File: config.mk
export PLATFORM = sky130hd
export DESIGN_NAME = hello_scroller
export DESIGN_NICKNAME = d
export VERILOG_FILES = /design/src/rtl/hello_scroller.sv
export SDC_FILE = /design/constraint.sdc
export NUM_CORES = 1
export LEC_CHECK = 0
export ABC_AREA = 1
export BUFFER_PORTS_ARGS = -buffer_cell sky130_fd_sc_hd__buf_2
export CORE_ASPECT_RATIO = 1.2
export CORE_MARGIN = 5
export CORE_UTILIZATION = 51
export CTS_CLUSTER_DIAMETER = 30
export DETAILED_ROUTE_END_ITERATION = 8
export PLACE_DENSITY = 0.86
export RECOVER_POWER = 100
export SLEW_MARGIN = 25
export SYNTH_ARGS = -nofsm -noshare
export SYNTH_HDL_FRONTEND = slang
export SYNTH_SLANG_ARGS = --single-unit
File: constraint.sdc
create_clock -name CLOCK_50 -period 1.33 [get_ports CLOCK_50]
set_input_delay 0.0665 -clock CLOCK_50 [delete_from_list [all_inputs] [get_ports CLOCK_50]]
set_output_delay 0.0665 -clock CLOCK_50 [all_outputs]
set_load 0.01 [all_outputs]
File: src/rtl/hello_scroller.sv
// hello_scroller: rotates "HELLO" plus blanks across NUM_DIGITS seven-segment
// displays. A prescaler paces the rotation; switches choose run/pause,
// direction and blanking. Segment outputs are active-low {g,f,e,d,c,b,a}.
module hello_scroller #(
    parameter int NUM_DIGITS = 8,
    parameter int TICK_DIV   = 25000000
) (
    input  logic                    CLOCK_50,
    input  logic                    RESET,
    input  logic [2:0]              SW,
    output logic [7*NUM_DIGITS-1:0] HEX,
    output logic                    TICK
);

    localparam int CW     = (TICK_DIV > 1) ? $clog2(TICK_DIV) : 1;
    localparam int RING_W = 3 * NUM_DIGITS;

    localparam logic [2:0] CODE_H     = 3'd0;
    localparam logic [2:0] CODE_E     = 3'd1;
    localparam logic [2:0] CODE_L     = 3'd2;
    localparam logic [2:0] CODE_O     = 3'd3;
    localparam logic [2:0] CODE_BLANK = 3'd4;

    localparam logic [CW-1:0] CNT_LAST = CW'(TICK_DIV - 1);

    // Message occupies the five leftmost digits; everything else is blank.
    function automatic logic [RING_W-1:0] reset_ring();
        logic [RING_W-1:0] r;
        for (int k = 0; k < NUM_DIGITS; k++) begin
            r[3*k +: 3] = CODE_BLANK;
        end
        r[3*(NUM_DIGITS-1) +: 3] = CODE_H;
        r[3*(NUM_DIGITS-2) +: 3] = CODE_E;
        r[3*(NUM_DIGITS-3) +: 3] = CODE_L;
        r[3*(NUM_DIGITS-4) +: 3] = CODE_L;
        r[3*(NUM_DIGITS-5) +: 3] = CODE_O;
        return r;
    endfunction

    localparam logic [RING_W-1:0] RING_INIT = reset_ring();

    // Character code to active-low segments; unused codes show blank.
    function automatic logic [6:0] seg_decode(input logic [2:0] code);
        logic [6:0] s;
        case (code)
            CODE_H:  s = 7'b0001001;
            CODE_E:  s = 7'b0000110;
            CODE_L:  s = 7'b1000111;
            CODE_O:  s = 7'b1000000;
            default: s = 7'b1111111;
        endcase
        return s;
    endfunction

    logic [CW-1:0]     cnt_q, cnt_d;
    logic [RING_W-1:0] ring_q, ring_d;
    logic              tick_q, tick_d;
    logic              run;
    logic              dir_right;
    logic              blank;
    logic              rotate;

    assign run       = SW[0];
    assign dir_right = SW[1];
    assign blank     = SW[2];

    // Prescaler advance, rotation of the ring and tick generation.
    always_comb begin
        cnt_d  = cnt_q;
        ring_d = ring_q;
        rotate = 1'b0;
        if (run) begin
            if (cnt_q == CNT_LAST) begin
                cnt_d  = '0;
                rotate = 1'b1;
            end else begin
                cnt_d = cnt_q + CW'(1);
            end
        end
        if (rotate) begin
            if (dir_right) begin
                ring_d = {ring_q[2:0], ring_q[RING_W-1:3]};
            end else begin
                ring_d = {ring_q[RING_W-4:0], ring_q[RING_W-1:RING_W-3]};
            end
        end
        tick_d = rotate;
    end

    // State registers; reset restores the message and drops step progress.
    always_ff @(posedge CLOCK_50 or posedge RESET) begin
        if (RESET) begin
            cnt_q  <= '0;
            ring_q <= RING_INIT;
            tick_q <= 1'b0;
        end else begin
            cnt_q  <= cnt_d;
            ring_q <= ring_d;
            tick_q <= tick_d;
        end
    end

    // Zero-latency segment decode, forced off while blanking.
    always_comb begin
        HEX = '1;
        for (int k = 0; k < NUM_DIGITS; k++) begin
            HEX[7*k +: 7] = blank ? 7'b1111111 : seg_decode(ring_q[3*k +: 3]);
        end
    end

    assign TICK = tick_q;

endmodule

* Yosys cells after proc, flatten, opt, wreduce, memory -nomap -nowiden
Cells that the tools add are included.
** Word-level totals
- Register bits after elaboration :: 50
- Output and inout port bits :: 57
- Logic and storage cells :: 57
- Input port bits :: 5
** Operators by class
- $add $sub $neg :: 1
- Muxes and demuxes :: 20
- Reductions and logical operators :: 8
- Equality and inequality tests :: 25
** Operator list (number)
- $pmux 7 s4 :: 8
- $mux 7 :: 8
- $eq 3x2->1 const B :: 16
- $add 25x1->25 const B :: 1
- $eq 25x25->1 const B :: 1
- $mux 25 :: 1
- $eq 3x1->1 const B :: 8
- $logic_not 3->1 :: 8
- $mux 24 :: 1
- $mux 1 :: 2

* Depth between registers and ports, before layout
- Depth in word-level cells :: 3
- Depth in mapped cells :: 9
- Gate-level depth less buffers :: 9

* Worst setup path after synthesis
Ideal clock, no wire load.
- Path type :: register to register
- Start point :: reg cnt_q[0]
- End point :: reg ring_q[21]
- Setup slack :: -0.099 ns
- Data required time :: 1.213 ns
- Setup time :: 0.117 ns
- Stages on the path, launching flop included :: 10
- Arrival time :: 1.312 ns
- Buffers on the path :: 1
- Clock period less this slack :: 1.429 ns
- Cell sequence :: dfrtp_1 > ha_1 > nand3_1 > nor2_1 > nand3_1 > nor2_4 > nand2_4 > buf_6 > nand2_1 > nand2_1
** Between the ends
- Word-level cells in the longest chain between the ends :: 3
** RTL lines
- from (decl) :: line 55 : logic [CW-1:0] cnt_q, cnt_d;
- from (signal assigned) :: line 97 : cnt_q <= cnt_d;
- $eq 25x25->1 :: line 73 : if (cnt_q == CNT_LAST) begin
- $mux 1 :: line 73
- $mux 1 :: line 72 : if (run) begin
- to (signal assigned) :: line 98 : ring_q <= ring_d;
- to (decl) :: line 56 : logic [RING_W-1:0] ring_q, ring_d;
Every way passes these cells.
A chain may end at the register's enable or synchronous reset.

* Final worst setup path
- Start point :: reg cnt_q[0]
- End point :: reg cnt_q[16]
** Between the ends
- Word-level cells in the longest chain between the ends :: 2
- Elaborated cells on any way between the ends :: 3
- Those cells by class :: add/sub (1); eq/ne (1); mux (1)
** RTL lines (line)
- $add 25x1->25 / $eq 25x25->1 (equally long branches) :: 77, 73
- $mux 25 (*) :: 73
Every way passes the cells marked *; elsewhere a longest branch is shown, timed or not.

==> impl_results.md <==
- Die height: 98.0 µm
- Post-synth EDFFs: 0
- Post-synth top flop: dfrtp_1
- Slew Limit Headroom: 54.3%
- Peak supply drop: 0.652 mV
- Commonest non-fill, non-tap cell in the layout: nand2_1
- Synth warn: 0
- Die area: 8170 µm²
- GRT Overall Usage: 21.1%
- PortBufs: 61
- X dimension of the die: 83.3 µm
- TritonCTS clock tree: done
- Synth unique cells: 24
- Max-cap viol count: 0
- Clk sink count: 50
- Worst slack at placement: -159 ps
- Tcrit/Tclk final: 118%
- Crit path depth: 9
- Htree depth: 2
- GPL Wtd Cong: 0.885
- Min cycle time layout: 1560 ps
- Routed Antenna Nets: 0
- DRT iter0 DRCs: 281
- Layout cell share with drive strength beyond 1: 29.4%
- Critical path cell sequence: ha_4 -> nand2_2 -> nor2_4 -> nand2_2 -> nor2_4 -> nand3_4 -> buf_6 -> nand2_2 -> nor2_1
- Syn Inst Count: 508
- CORE AREA: 6370 µm²
- Clock skew: 10.4 ps
- Number of global-route vias before repair: 3329
- Critical Path AT: 1760 ps
- Layout Nets: 601
- WS Path Type: reg2reg
- Initial cell density of the core: 51.7%
- Worst path top cell family by delay: simple AND/OR/NAND/NOR gates
- RSZ-0062 raised after global routing: true
- Crit path top cell by count: nand2_2
- Setup-failing EPs final: 50
- Final WS setup: -233 ps
- Clock Path Buffers: 2
- I/O Pins: 62
- Pre-antenna DRT Iters: 5
- Largest net degree at the start of global routing: 51
- Area Overhead vs Synth: 30.1%
- Clk_lat worst skew: 300 ps
- Leak: 2.28 nW
- Core Util, Final: 67.2%
- #FFs+latches synth: 50
- Failing checks: setup timing
- CP max stage delay: 410 ps
- CP endpoint kind: register
- N_diodes: 0
- Residual DRC: 0
- DR vias/cell: 5.12
- Pins Over Slew Limit: 0
- Register area share after synthesis: 38.3%
- Syn Area/Cell: 6.48 µm²
- Row cnt: 32
- GRT overflow: 0
- Clock transition at path regs: 100 ps
- Highest-count cells in the layout ignoring fill and taps: 167 x nand2_1, 66 x inv_1, 60 x buf_2, 58 x nor2_1, 42 x dfrtp_1
- Setup crit start kind: register
- Pwr/cell area: 870 nW/µm²
- First-pass GRT wire length: 14600 µm
- Peak Freq: 640 MHz
- Vias: 3489
- Tightest Pin Transition: 686 ps
- Syn nets: 514
- Slowest-stage cell, CP: dfrtp_1
- CP bufs+invs: 1
- Fillers: 483
- WHS Path Cells: 4
- Total Wirelength: 9280 µm
- Worst reg-to-reg path cell count: 9
- Worst hold-check path type: in2reg
- WP data required: 1530 ps
- Worst-path maximum fanout: 5
- Register area: 1260 µm²
- CTS root buf: clkbuf_8
- Routed len/inst: 13.6 µm
- Area of the multi-input gates: 1790 µm²
- CTS Buf Count: 5
- Fin. Hold Viols: 0
- Detail Placement HPWL: 5780 µm
- Area of the mapped netlist: 3290 µm²
- Outcome: finished, violations left
- FFs w/ async S/R, synth: 100%
- Initial antenna violation count: 0
metal layers:
metal | vias to the layer above | track usage, % | routed length, µm
met5 | - | 0 | 0
met2 | 150 | 39.3 | 4990
met3 | 36 | 3.29 | 564
met4 | 0 | 9.43 | 317
met1 | 1613 | 23.6 | 3410
li1 | 1690 | - | -
final timing paths:
check	startpoint	to	slack, ps
worst max-delay path	cnt_q[0]$_DFFE_PP0P_	cnt_q[16]$_DFFE_PP0P_	-230
worst min-delay path	SW[0]	cnt_q[0]$_DFFE_PP0P_	140
worst max register to register	cnt_q[0]$_DFFE_PP0P_	cnt_q[16]$_DFFE_PP0P_	-230
worst min register to register	ring_q[8]$_DFFE_PP1P_	ring_q[8]$_DFFE_PP1P_	490
max in group asynchronous	RESET	ring_q[7]$_DFFE_PP0P_	360
min in group asynchronous	RESET	cnt_q[3]$_DFFE_PP0P_	520
registers in the layout, summed over array words and instances (netlist names):
name and cells:
TICK 1, cnt_q 25, ring_q 24
worst register-to-register path, delay by kind of cell (launching register included):
family / cells / cell delay (ps)
AND/OR/NAND/NOR: 7 / 700
adder cells (fa/ha/maj): 1 / 170
buffers and inverters: 1 / 180
flip-flops: 1 / 410
cell families after synthesis:
group           after synthesis  synth area share [%]
compound gates               37                  5.86
xor+xnor                     13                  3.46
fa+ha+maj                     1                 0.380
buf+inv                     102                  14.4
flops                        50                  38.3
simple gates                305                  37.6
through the flow:
step	cells	setup TNS, ps	hold WS [ps]	cell area (µm²)	total power [W]
detailed placement	654	-4850	135	3770	0.00248
global placement	654	-2790	131	3770	0.00243
global route	681	-11460	148	4280	0.00390
finish	681	-7950	135	4280	0.00372
CTS	673	-5360	97.4	4110	0.00363
floorplan	508	-2440	223	3290	0.00220
cells in the mapped netlist, drive strengths merged, types with 5 or more instances:
library cell	instances	area [µm²]
a21oi	5	25.0
buf	24	180
clkbuf	6	22.5
dfrtp	42	1050
dfstp	8	210
inv	72	270
nand2	181	687
nand3	40	205
nor2	80	320
o21ai	29	145
xnor2	8	70.1
xor2	5	43.8
cell type report:
| class | instances | area share (%) |
|---|---|---|
| multi-input cells | 357 | 41.7 |
| flip-flops and latches | 50 | 29.5 |
| repair buffers | 109 | 17.4 |
| inverters | 72 | 6.37 |
| well taps | 85 | 2.48 |
| clock buffers | 6 | 1.70 |
| clock inverters | 2 | 0.877 |
power breakdown:
| part | switching [W] | internal [W] |
|---|---|---|
| logic | 0.000510 | 0.000361 |
| clock network | 0.000518 | 0.000562 |
| registers | 0.000144 | 0.00163 |
| total | 0.00117 | 0.00255 |
timing repair:
action	in CTS	in global routing
resized for setup	38	30
hold buffers	1	0
setup endpoints to repair	55	70
hold endpoints to repair	42	0
gates cloned	2	1
pin swaps	18	6
setup buffers	9	7
Power figures use the tool's default switching activity.
